--- src/rtl/mdu_seq_ctrl_pkg.sv ---
// Shared MDU constants: op codes, sequencer state encoding and decode helpers.
// Used by mdu_seq_ctrl and its testbench.
package mdu_seq_ctrl_pkg;

    localparam logic [3:0] MDU_OP_NOP   = 4'd0;
    localparam logic [3:0] MDU_OP_DIV   = 4'd1;
    localparam logic [3:0] MDU_OP_DIVU  = 4'd2;
    localparam logic [3:0] MDU_OP_MUL   = 4'd3;
    localparam logic [3:0] MDU_OP_MULT  = 4'd4;
    localparam logic [3:0] MDU_OP_MULTU = 4'd5;
    localparam logic [3:0] MDU_OP_MFHI  = 4'd6;
    localparam logic [3:0] MDU_OP_MFLO  = 4'd7;
    localparam logic [3:0] MDU_OP_MTHI  = 4'd8;
    localparam logic [3:0] MDU_OP_MTLO  = 4'd9;

    typedef enum logic [1:0] {
        MDU_ST_IDLE  = 2'd0,
        MDU_ST_BUSY  = 2'd1,
        MDU_ST_DRAIN = 2'd2
    } mdu_state_t;

    // Codes 10-15 are reserved and behave exactly like NOP.
    function automatic logic mdu_op_valid(input logic [3:0] op);
        return (op != MDU_OP_NOP) && (op <= MDU_OP_MTLO);
    endfunction

    function automatic logic mdu_op_is_div(input logic [3:0] op);
        return (op == MDU_OP_DIV) || (op == MDU_OP_DIVU);
    endfunction

endpackage

--- src/rtl/mdu_seq_ctrl_if.sv ---
// EX-stage / divider / multiplier signal bundle of the MDU sequencer.
// slave = the sequencer, master = the surrounding pipeline and arithmetic units.
interface mdu_seq_ctrl_if #(
    parameter int WIDTH = 32
);
    logic [3:0]       mdu_op_i;
    logic [WIDTH-1:0] mdu_a_i;
    logic [WIDTH-1:0] mdu_b_i;
    logic             flush_i;
    logic [WIDTH-1:0] mdu_data_o;
    logic             mdu_stall_o;
    logic             div_start_o;
    logic             div_signed_o;
    logic             div_ready_i;
    logic             div_busy_i;
    logic [WIDTH-1:0] div_quotient_i;
    logic [WIDTH-1:0] div_remainder_i;
    logic             mul_signed_o;
    logic [WIDTH-1:0] mul_hi_i;
    logic [WIDTH-1:0] mul_lo_i;
    logic [WIDTH-1:0] hi_o;
    logic [WIDTH-1:0] lo_o;

    modport slave (
        input  mdu_op_i, mdu_a_i, mdu_b_i, flush_i,
        input  div_ready_i, div_busy_i, div_quotient_i, div_remainder_i,
        input  mul_hi_i, mul_lo_i,
        output mdu_data_o, mdu_stall_o, div_start_o, div_signed_o,
        output mul_signed_o, hi_o, lo_o
    );

    modport master (
        output mdu_op_i, mdu_a_i, mdu_b_i, flush_i,
        output div_ready_i, div_busy_i, div_quotient_i, div_remainder_i,
        output mul_hi_i, mul_lo_i,
        input  mdu_data_o, mdu_stall_o, div_start_o, div_signed_o,
        input  mul_signed_o, hi_o, lo_o
    );
endinterface

--- src/rtl/mdu_hilo_regs.sv ---
// Architectural HI/LO register pair with independent write enables.
// Asynchronous active-high reset clears both words.
module mdu_hilo_regs #(
    parameter int WIDTH = 32
) (
    input  logic             clk_i,
    input  logic             rst_i,
    input  logic             i_hi_we,
    input  logic [WIDTH-1:0] i_hi_d,
    input  logic             i_lo_we,
    input  logic [WIDTH-1:0] i_lo_d,
    output logic [WIDTH-1:0] o_hi,
    output logic [WIDTH-1:0] o_lo
);

    logic [WIDTH-1:0] r_hi;
    logic [WIDTH-1:0] r_lo;

    always_ff @(posedge clk_i or posedge rst_i) begin
        if (rst_i) begin
            r_hi <= '0;
            r_lo <= '0;
        end else begin
            if (i_hi_we) r_hi <= i_hi_d;
            if (i_lo_we) r_lo <= i_lo_d;
        end
    end

    assign o_hi = r_hi;
    assign o_lo = r_lo;

endmodule

--- src/rtl/mdu_seq_ctrl.sv ---
// MDU sequencer: decodes EX-stage MDU ops, launches/tracks the divider, owns HI/LO, drives the EX stall.
// Define MDU_NONBLOCKING_DIV_EN to let DIV/DIVU retire at launch, stalling only later MDU ops.
module mdu_seq_ctrl
    import mdu_seq_ctrl_pkg::*;
#(
    parameter int WIDTH = 32
) (
    input  logic          clk_i,
    input  logic          rst_i,
    mdu_seq_ctrl_if.slave bus
);

    mdu_state_t       r_state;
    mdu_state_t       w_state_nxt;
    logic             r_done;
    logic             w_done_nxt;

    logic [3:0]       w_op;
    logic             w_flush;
    logic             w_is_div;
    logic             w_live;
    logic             w_stall;
    logic             w_start;
    logic [WIDTH-1:0] w_data;
    logic             w_hi_we;
    logic             w_lo_we;
    logic [WIDTH-1:0] w_hi_d;
    logic [WIDTH-1:0] w_lo_d;
    logic [WIDTH-1:0] w_hi;
    logic [WIDTH-1:0] w_lo;

    assign w_op     = bus.mdu_op_i;
    assign w_flush  = bus.flush_i;
    assign w_is_div = mdu_op_is_div(w_op);
    assign w_live   = mdu_op_valid(w_op) && !w_flush;

    always_ff @(posedge clk_i or posedge rst_i) begin
        if (rst_i) begin
            r_state <= MDU_ST_IDLE;
            r_done  <= 1'b0;
        end else begin
            r_state <= w_state_nxt;
            r_done  <= w_done_nxt;
        end
    end

    always_comb begin
        w_state_nxt = r_state;
        w_done_nxt  = r_done;
        w_stall     = 1'b0;
        w_start     = 1'b0;
        w_data      = '0;
        w_hi_we     = 1'b0;
        w_lo_we     = 1'b0;
        w_hi_d      = bus.mul_hi_i;
        w_lo_d      = bus.mul_lo_i;

        case (r_state)
            MDU_ST_IDLE: begin
                // done_r only survives the single cycle in which the finished DIV retires.
                w_done_nxt = 1'b0;
                if (w_is_div) begin
                    if (!w_flush) begin
`ifdef MDU_NONBLOCKING_DIV_EN
                        if (bus.div_busy_i) begin
                            w_stall = 1'b1;
                        end else begin
                            w_start     = 1'b1;
                            w_state_nxt = MDU_ST_BUSY;
                        end
`else
                        if (!r_done) begin
                            w_stall = 1'b1;
                            if (!bus.div_busy_i) begin
                                w_start     = 1'b1;
                                w_state_nxt = MDU_ST_BUSY;
                            end
                        end
`endif
                    end
                end else if (!w_flush) begin
                    case (w_op)
                        MDU_OP_MUL: begin
                            w_data  = bus.mul_lo_i;
                            w_hi_we = 1'b1;
                            w_lo_we = 1'b1;
                        end
                        MDU_OP_MULT, MDU_OP_MULTU: begin
                            w_hi_we = 1'b1;
                            w_lo_we = 1'b1;
                        end
                        MDU_OP_MFHI: w_data = w_hi;
                        MDU_OP_MFLO: w_data = w_lo;
                        MDU_OP_MTHI: begin
                            w_hi_we = 1'b1;
                            w_hi_d  = bus.mdu_a_i;
                        end
                        MDU_OP_MTLO: begin
                            w_lo_we = 1'b1;
                            w_lo_d  = bus.mdu_a_i;
                        end
                        default: ;
                    endcase
                end
            end

            MDU_ST_BUSY: begin
                // Any op arriving with the completion is held, so HI/LO has a single writer.
                w_stall = w_live;
                w_hi_d  = bus.div_remainder_i;
                w_lo_d  = bus.div_quotient_i;
`ifdef MDU_NONBLOCKING_DIV_EN
                if (bus.div_ready_i) begin
                    w_hi_we     = 1'b1;
                    w_lo_we     = 1'b1;
                    w_state_nxt = MDU_ST_IDLE;
                end
`else
                if (bus.div_ready_i) begin
                    if (!w_flush) begin
                        w_hi_we    = 1'b1;
                        w_lo_we    = 1'b1;
                        w_done_nxt = 1'b1;
                    end
                    w_state_nxt = MDU_ST_IDLE;
                end else if (w_flush) begin
                    w_state_nxt = MDU_ST_DRAIN;
                end
`endif
            end

            MDU_ST_DRAIN: begin
                // Killed divide: wait out the divider and discard its result.
                w_stall = w_live;
                if (bus.div_ready_i) w_state_nxt = MDU_ST_IDLE;
            end

            default: w_state_nxt = MDU_ST_IDLE;
        endcase

        if (w_flush) w_done_nxt = 1'b0;
    end

    mdu_hilo_regs #(
        .WIDTH (WIDTH)
    ) u_hilo (
        .clk_i   (clk_i),
        .rst_i   (rst_i),
        .i_hi_we (w_hi_we),
        .i_hi_d  (w_hi_d),
        .i_lo_we (w_lo_we),
        .i_lo_d  (w_lo_d),
        .o_hi    (w_hi),
        .o_lo    (w_lo)
    );

    assign bus.mdu_data_o   = w_data;
    assign bus.mdu_stall_o  = w_stall;
    assign bus.div_start_o  = w_start;
    assign bus.div_signed_o = (w_op == MDU_OP_DIV);
    assign bus.mul_signed_o = (w_op == MDU_OP_MUL) || (w_op == MDU_OP_MULT);
    assign bus.hi_o         = w_hi;
    assign bus.lo_o         = w_lo;

endmodule

--- src/flat_wrapper.sv ---
// flat-port wrapper written by rule: the top's interface ports become plain ports
module mdu_seq_ctrl_flat import mdu_seq_ctrl_pkg::*;
#(
    parameter int WIDTH = 32
)
  (clk_i, rst_i, bus_mdu_op_i, bus_mdu_a_i, bus_mdu_b_i, bus_flush_i, bus_div_ready_i, bus_div_busy_i, bus_div_quotient_i, bus_div_remainder_i, bus_mul_hi_i, bus_mul_lo_i, bus_mdu_data_o, bus_mdu_stall_o, bus_div_start_o, bus_div_signed_o, bus_mul_signed_o, bus_hi_o, bus_lo_o);
  mdu_seq_ctrl_if #(.WIDTH(WIDTH)) bus_i ();
  input  logic clk_i;
  input  logic rst_i;
  input wire logic [$bits(bus_i.mdu_op_i)-1:0] bus_mdu_op_i;
  input wire logic [$bits(bus_i.mdu_a_i)-1:0] bus_mdu_a_i;
  input wire logic [$bits(bus_i.mdu_b_i)-1:0] bus_mdu_b_i;
  input wire logic [$bits(bus_i.flush_i)-1:0] bus_flush_i;
  input wire logic [$bits(bus_i.div_ready_i)-1:0] bus_div_ready_i;
  input wire logic [$bits(bus_i.div_busy_i)-1:0] bus_div_busy_i;
  input wire logic [$bits(bus_i.div_quotient_i)-1:0] bus_div_quotient_i;
  input wire logic [$bits(bus_i.div_remainder_i)-1:0] bus_div_remainder_i;
  input wire logic [$bits(bus_i.mul_hi_i)-1:0] bus_mul_hi_i;
  input wire logic [$bits(bus_i.mul_lo_i)-1:0] bus_mul_lo_i;
  output wire logic [$bits(bus_i.mdu_data_o)-1:0] bus_mdu_data_o;
  output wire logic [$bits(bus_i.mdu_stall_o)-1:0] bus_mdu_stall_o;
  output wire logic [$bits(bus_i.div_start_o)-1:0] bus_div_start_o;
  output wire logic [$bits(bus_i.div_signed_o)-1:0] bus_div_signed_o;
  output wire logic [$bits(bus_i.mul_signed_o)-1:0] bus_mul_signed_o;
  output wire logic [$bits(bus_i.hi_o)-1:0] bus_hi_o;
  output wire logic [$bits(bus_i.lo_o)-1:0] bus_lo_o;
  assign bus_i.mdu_op_i = bus_mdu_op_i;
  assign bus_i.mdu_a_i = bus_mdu_a_i;
  assign bus_i.mdu_b_i = bus_mdu_b_i;
  assign bus_i.flush_i = bus_flush_i;
  assign bus_i.div_ready_i = bus_div_ready_i;
  assign bus_i.div_busy_i = bus_div_busy_i;
  assign bus_i.div_quotient_i = bus_div_quotient_i;
  assign bus_i.div_remainder_i = bus_div_remainder_i;
  assign bus_i.mul_hi_i = bus_mul_hi_i;
  assign bus_i.mul_lo_i = bus_mul_lo_i;
  assign bus_mdu_data_o = bus_i.mdu_data_o;
  assign bus_mdu_stall_o = bus_i.mdu_stall_o;
  assign bus_div_start_o = bus_i.div_start_o;
  assign bus_div_signed_o = bus_i.div_signed_o;
  assign bus_mul_signed_o = bus_i.mul_signed_o;
  assign bus_hi_o = bus_i.hi_o;
  assign bus_lo_o = bus_i.lo_o;
  mdu_seq_ctrl #(.WIDTH(WIDTH)) u_core (.clk_i(clk_i), .rst_i(rst_i), .bus(bus_i));
endmodule
--- config.mk ---
export PLATFORM = sky130hd
export DESIGN_NAME = mdu_seq_ctrl_flat
export DESIGN_NICKNAME = d
export VERILOG_FILES = /design/src/rtl/mdu_seq_ctrl_pkg.sv /design/src/rtl/mdu_seq_ctrl_if.sv /design/src/rtl/mdu_hilo_regs.sv /design/src/rtl/mdu_seq_ctrl.sv /design/src/flat_wrapper.sv
export SDC_FILE = /design/constraint.sdc
export NUM_CORES = 1
export LEC_CHECK = 0
export ABC_AREA = 1
export CAP_MARGIN = 20
export CORE_MARGIN = 1
export CORE_UTILIZATION = 43
export CTS_BUF_LIST = sky130_fd_sc_hd__clkbuf_4 sky130_fd_sc_hd__clkbuf_8 sky130_fd_sc_hd__clkbuf_16
export CTS_CLUSTER_SIZE = 10
export DETAILED_ROUTE_END_ITERATION = 8
export GPL_ROUTABILITY_DRIVEN = 1
export GPL_TIMING_DRIVEN = 0
export PLACE_DENSITY = 0.87
export SLEW_MARGIN = 5
export SYNTH_ARGS = -nofsm -noshare
export SYNTH_HDL_FRONTEND = slang
export SYNTH_SLANG_ARGS = --single-unit
--- constraint.sdc ---
create_clock -name clk_i -period 4.9 [get_ports clk_i]
set_input_delay 0.735 -clock clk_i [delete_from_list [all_inputs] [get_ports clk_i]]
set_output_delay 0.735 -clock clk_i [all_outputs]
set_load 0.02 [all_outputs]
# Word-level counts from Yosys, hierarchy flattened
# Index checks and enable logic that the tools add are counted.
# word_totals
regBits,67
word_cells,77
out_inout_bits,100
# classes
mux,42
n_lt_le_gt_ge,1
reduce_logical,13
eq_ne,17
# op_table
cell,n
32-bit 2-to-1 mux,9
32-bit case mux with 2 select lines,2
32-bit case mux with 3 select lines,1
1-bit 2-to-1 mux,18
4-bit by 3-bit == test with 1-bit output (second input constant),4
2-bit 2-to-1 mux,7
4-bit by 2-bit == test with 1-bit output (second input constant),2
4-bit == test (second input constant),2
2-bit inequality test (second input constant),4
1-bit case mux with 2 select lines,4
4-bit OR reduction,2
2-bit case mux with 3 select lines,1
6-bit AND reduction,1
4-bit by 1-bit == test with 1-bit output (second input constant),1
4-bit less-or-equal comparator (second input constant),1
4-bit nonzero test,1
3-bit inequality test (second input constant),1
3-bit nonzero test,1
2-bit by 1-bit == test with 1-bit output (second input constant),1
2-bit == test (second input constant),1
1-bit logical AND,2
2-bit zero test,1
1-bit logical OR,2
2-bit by 1-bit inequality test with 1-bit output (second input constant),1
3 further kinds,3

# Logic depth before layout (Yosys ltp)
# logic_depth
ltp_word,6
ltp_mapped,10
ltp_nobuf,9

# Modules after synthesis
# A second synthesis with hierarchy kept.
# unflattened
hier_cells,1075
area_unflattened_um2,6227.2
# modules_own_cells
mod,area_each_um2,cells_per_inst,instances,seq_area_each_um2
mdu_seq_ctrl,3664.8,802,1,75.1
mdu_hilo_regs,2562.5,273,1,1601.5

# Worst setup path after synthesis
# OpenSTA, ideal clock, no wires.
# synth_path
path_kind,input to output
startpoint,input port bus_flush_i
endpoint,output port bus_mdu_stall_o
path_stages,5
arrival_time_ns,1.895
n_path_buf,2
path_slack_ns,2.270
required_time_ns,4.165
path_cell_list,clkinv_1 clkbuf_1 buf_1 nand4_1 a21oi_1
# synth_between
elab_chain_cells,3
elab_cells_between_ends,5
cone_classes,mux (3); reduce/logical (2)
# synth_lines
item,line_no,source
"start, declared",flat_wrapper.sv:13,input wire logic [$bits(bus_i.flush_i)-1:0] bus_flush_i;
1-bit 2-to-1 mux or 1-bit zero test (tied branches),"mdu_seq_ctrl.sv:63, mdu_seq_ctrl.sv:35",
1-bit 2-to-1 mux or 1-bit logical AND (tied branches),"mdu_seq_ctrl.sv:62, mdu_seq_ctrl.sv:35",
1-bit case mux with 2 select lines (*),mdu_seq_ctrl.sv:58,case (r_state)
"end, declared",flat_wrapper.sv:21,output wire logic [$bits(bus_i.mdu_stall_o)-1:0] bus_mdu_stall_o;
# Every way passes the cells marked *; elsewhere a longest branch is shown, timed or not.

# Worst setup path in the final report
# layout_path
startpoint,input port bus_mdu_op_i[2]
endpoint,output port bus_mdu_data_o[24]
# layout_between
elab_chain_cells,5
elab_cells_between_ends,10
cone_classes,eq/ne (5); mux (4); reduce/logical (1)
# layout_lines
item,line_no,source
"start, declared",flat_wrapper.sv:10,input wire logic [$bits(bus_i.mdu_op_i)-1:0] bus_mdu_op_i;
4-bit by 3-bit == test with 1-bit output or 4-bit by 2-bit == test with 1-bit output (tied branches),mdu_seq_ctrl.sv:82,case (w_op)
32-bit case mux with 3 select lines,mdu_seq_ctrl.sv:82,
32-bit 2-to-1 mux,mdu_seq_ctrl.sv:81,end else if (!w_flush) begin
32-bit 2-to-1 mux (*),mdu_seq_ctrl.sv:62,if (w_is_div) begin
32-bit 2-to-1 mux (*),mdu_seq_ctrl.sv:58,
"end, declared",flat_wrapper.sv:20,output wire logic [$bits(bus_i.mdu_data_o)-1:0] bus_mdu_data_o;
# Marks and branches as above.

==> flow_summary.toml <==
[grt]
grt_usage = 0.381
grt_pass1_vias = 7217
antenna_found_initial = 0
grt_pass1_wl_mm = 38.5
grt_max_degree = 35
overflow = 0

[timing]
fmax_mhz = 241
final.setup.tns_ns = 0
slew_violations = 0
worst_pin_slew_ns = 0.687
setup_viol_count_final = 0
hold_viol = 0
slew_headroom = 0.542
fin_crit_ns = 4.15
skew_ns = 0.00504
finalCritPeriodShare = 0.847
holdWs_ns = 0.529
setup_slack_ns = 0.751
rsz0062_at_grt = "no"

[synthesis]
synthCells = 946
synth-simple-area-share = 0.467
synth-compound-area-share = 0.0925
synth_top_area_share = 0.302
ys_seq_elements = 67
muxShareOfSynthArea = 0
synth_cell_types = 25
yosys_warnings = 0
synthArstFlopShare = 1.00
synth-edff-count = 0
synth_top_family_by_area = "simple AND/OR/NAND/NOR gates"
synth_seq_area_share = 0.302
synth_fa_ha_area_frac = 0.00900
synth.most_common_cell = "nand2_1"
synth.largest_area_cell = "dfrtp_1"
synth_area_leaders = "dfrtp_1 (30%), nand2_1 (22%), nand3_1 (18%), inv_1 (7.2%), nand4_1 (3.7%)"
synthFlopType = "dfrtp_1"
syn_avg_cell_area_sq_um = 5.88
syn-num-nets = 1151
synth_common_cells = "nand2_1 (319), nand3_1 (199), inv_1 (107)"
synth-xor-area-share = 0
synthesis.area_sq_um = 5560

[worst_hold_path]
worstHoldPathType = "flip-flop to flip-flop"
worstHoldStart = "u_core.r_done"
whs_path_depth = 2
min_to = "u_core.r_done"

[route]
wl_per_cell_microns = 18.4
drtAntennaViolNets = 0
via_count = 7915
wl_mm = 25.8
drt-vias-per-instance = 5.64
dr.pass1.iters = 7
drc = 0
drt_iter0_markers = 990

[worst_setup_path]
reg2reg_depth = 8
worst_path_largest_cell_delay_ns = 0.64
crit_fanout = 10
cp.required_ns = 4.16
ff2ff_setup_slack_ns = 2.58
r2r-end = "u_core.u_hilo.o_hi[8]"
path_buf_inv = 5
cp_slowest_cell = "clkdlybuf4s50_1"
cpLargestDelayFamily = "buffers and inverters"
crit_chain = "clkdlybuf4s50_1 -> inv_2 -> nor2_2 -> inv_2 -> nor3_2 -> buf_2 -> a21oi_1 -> nor2_1 -> clkdlybuf4s50_1"
startpoint_type = "input port"
worstSetupEndpointType = "primary output"
rr_startpoint = "u_core.r_state[1]"
cp_data_arrival_time_ns = 3.41
critical_path_class = "input port to primary output"

[pwr]
clkPwrFrac = 0.172
power_per_cell_area_nw_per_um2 = 461
vdd_drop_max_mv = 0.240
pwr-share-comb = 0.553
intPower_mw = 2.20
p_seq_frac = 0.275
total_leakage_power_nw = 4.32
power_switching_mw = 1.85
swShare = 0.457

[cts]
hold_buffers = 0
post_cts_resized = 0
cts_root_buf = "clkbuf_16"
cts.sinks = 67
cts_made_buffers = 9
cts_setup_buffers = 0
path_clk_slew_ns = 0.06
clk_path_buf_depth = 2
cts_tree = "yes"
cts-htree-levels = 3
insertion_delay_ns = 0.35

[placement]
numPortBuffers = 268
dp_hpwl_mm = 19.1
globalplace.congestion = 0.959
place_ws_ns = 0.793

[status]
status = "completed"

[job]
cap_violations = 0

[die]
ios = 301
fp.coreArea_sq_um = 12600
die-area_sq_um = 13400
start_util = 0.441
die_x_microns = 116
fp.dieH_microns = 116
rows = 41

[finish]
synthToLayoutAreaGrowth_pct = 58.2
final_core_util = 0.697
drive_above_1_share = 0.0349
nets = 1431
[flip-flops by register name, indices dropped and copies added, names as in the netlist]
signal and cells:
u_core.u_hilo.o_hi 32, u_core.u_hilo.o_lo 32, u_core.r_state 2, u_core.r_done 1
[area by class of cell]
| cell class | count | area, sq um |
|---|---|---|
| fill | 1131 | 3820 |
| multi-input combinational | 694 | 3160 |
| timing repair buffer | 269 | 2700 |
| sequential | 67 | 1680 |
| inverter | 112 | 423 |
| buffer | 73 | 302 |
| clock buffer | 12 | 267 |
| tap | 172 | 215 |
| clock inverter | 4 | 47.5 |
| antenna | 1 | 2.50 |
[per-stage QoR]
step	std cells	total power, mW	instance area [sq um]
after floorplan	946	2.24	5560
after global placement	1386	3.26	8460
after detailed placement	1387	3.30	8480
after CTS	1403	4.00	8790
after global routing	1403	4.27	8790
final	1404	4.05	8800
[worst max-delay path by stage]
| stage | startpoint | to | slack (ns) | depth (start not counted) |
|---|---|---|---|---|
| after global placement | bus_mdu_op_i[2] | bus_mdu_data_o[24] | 0.83 | 9 |
| final | bus_mdu_op_i[2] | bus_mdu_data_o[24] | 0.75 | 9 |
| after detailed placement | bus_mdu_op_i[2] | bus_mdu_data_o[24] | 0.79 | 9 |
| after global routing | bus_mdu_op_i[2] | bus_mdu_data_o[24] | 0.67 | 9 |
| after floorplan | bus_flush_i | bus_mdu_stall_o | 2.27 | 5 |
| after CTS | bus_mdu_op_i[2] | bus_mdu_data_o[24] | 0.78 | 9 |
[per-layer routing]
| metal | vias up | GRT usage | wire (microns) | part of all wire |
|---|---|---|---|---|
| met3 | 91 | 0.0947 | 3180 | 0.12 |
| met2 | 642 | 0.622 | 12000 | 0.46 |
| met4 | 0 | 0.203 | 1090 | 0.042 |
| li1 | 3619 | - | - | - |
| met5 | - | 0 | 0 | 0 |
| met1 | 3563 | 0.466 | 9580 | 0.37 |
[layout by cell type, fill, tap and decap left out, types with 2 or more instances in the layout]
| master | Yosys | final |
|---|---|---|
| nand2_1 | 319 | 319 |
| clkdlybuf4s50_1 | 0 | 268 |
| nand3_1 | 199 | 199 |
| inv_1 | 107 | 106 |
| dfrtp_1 | 67 | 67 |
| clkbuf_1 | 50 | 50 |
| nor2_1 | 41 | 41 |
| o21ai_0 | 35 | 35 |
| a21oi_1 | 34 | 34 |
| nand4_1 | 33 | 33 |
| a22oi_1 | 19 | 19 |
| buf_2 | 13 | 13 |
| clkbuf_16 | 0 | 9 |
| buf_1 | 7 | 7 |
| inv_2 | 4 | 4 |
| ha_1 | 4 | 4 |
| buf_4 | 3 | 3 |
| clkbuf_8 | 0 | 3 |
| nor2_2 | 2 | 2 |
| clkinv_2 | 0 | 2 |
[cell families (layout without fill, tap and decap cells)]
logic type / after synthesis / after routing
other: 0 / 1
DFF: 67 / 67
and+or+nand+nor: 598 / 598
AOI/OAI and AO/OA: 92 / 92
adders and majority gates: 4 / 4
buffers and inverters: 185 / 470
[tightest hold or removal path, cell delays in order (launching register included)]
cell and delay (ns):
dfrtp_1 0.35, o211ai_1 0.09, nand2_1 0.06
[power by group through the flow]
| stage | Clock [mW] | Sequential (mW) | Combinational, mW |
|---|---|---|---|
| floorplan | 0 | 1.32 | 0.912 |
| global placement | 0 | 1.10 | 2.16 |
| detailed placement | 0 | 1.10 | 2.20 |
| CTS | 0.690 | 1.10 | 2.21 |
| global route | 0.717 | 1.13 | 2.42 |
| finish | 0.699 | 1.11 | 2.24 |
(Power assumes the default switching activity.)
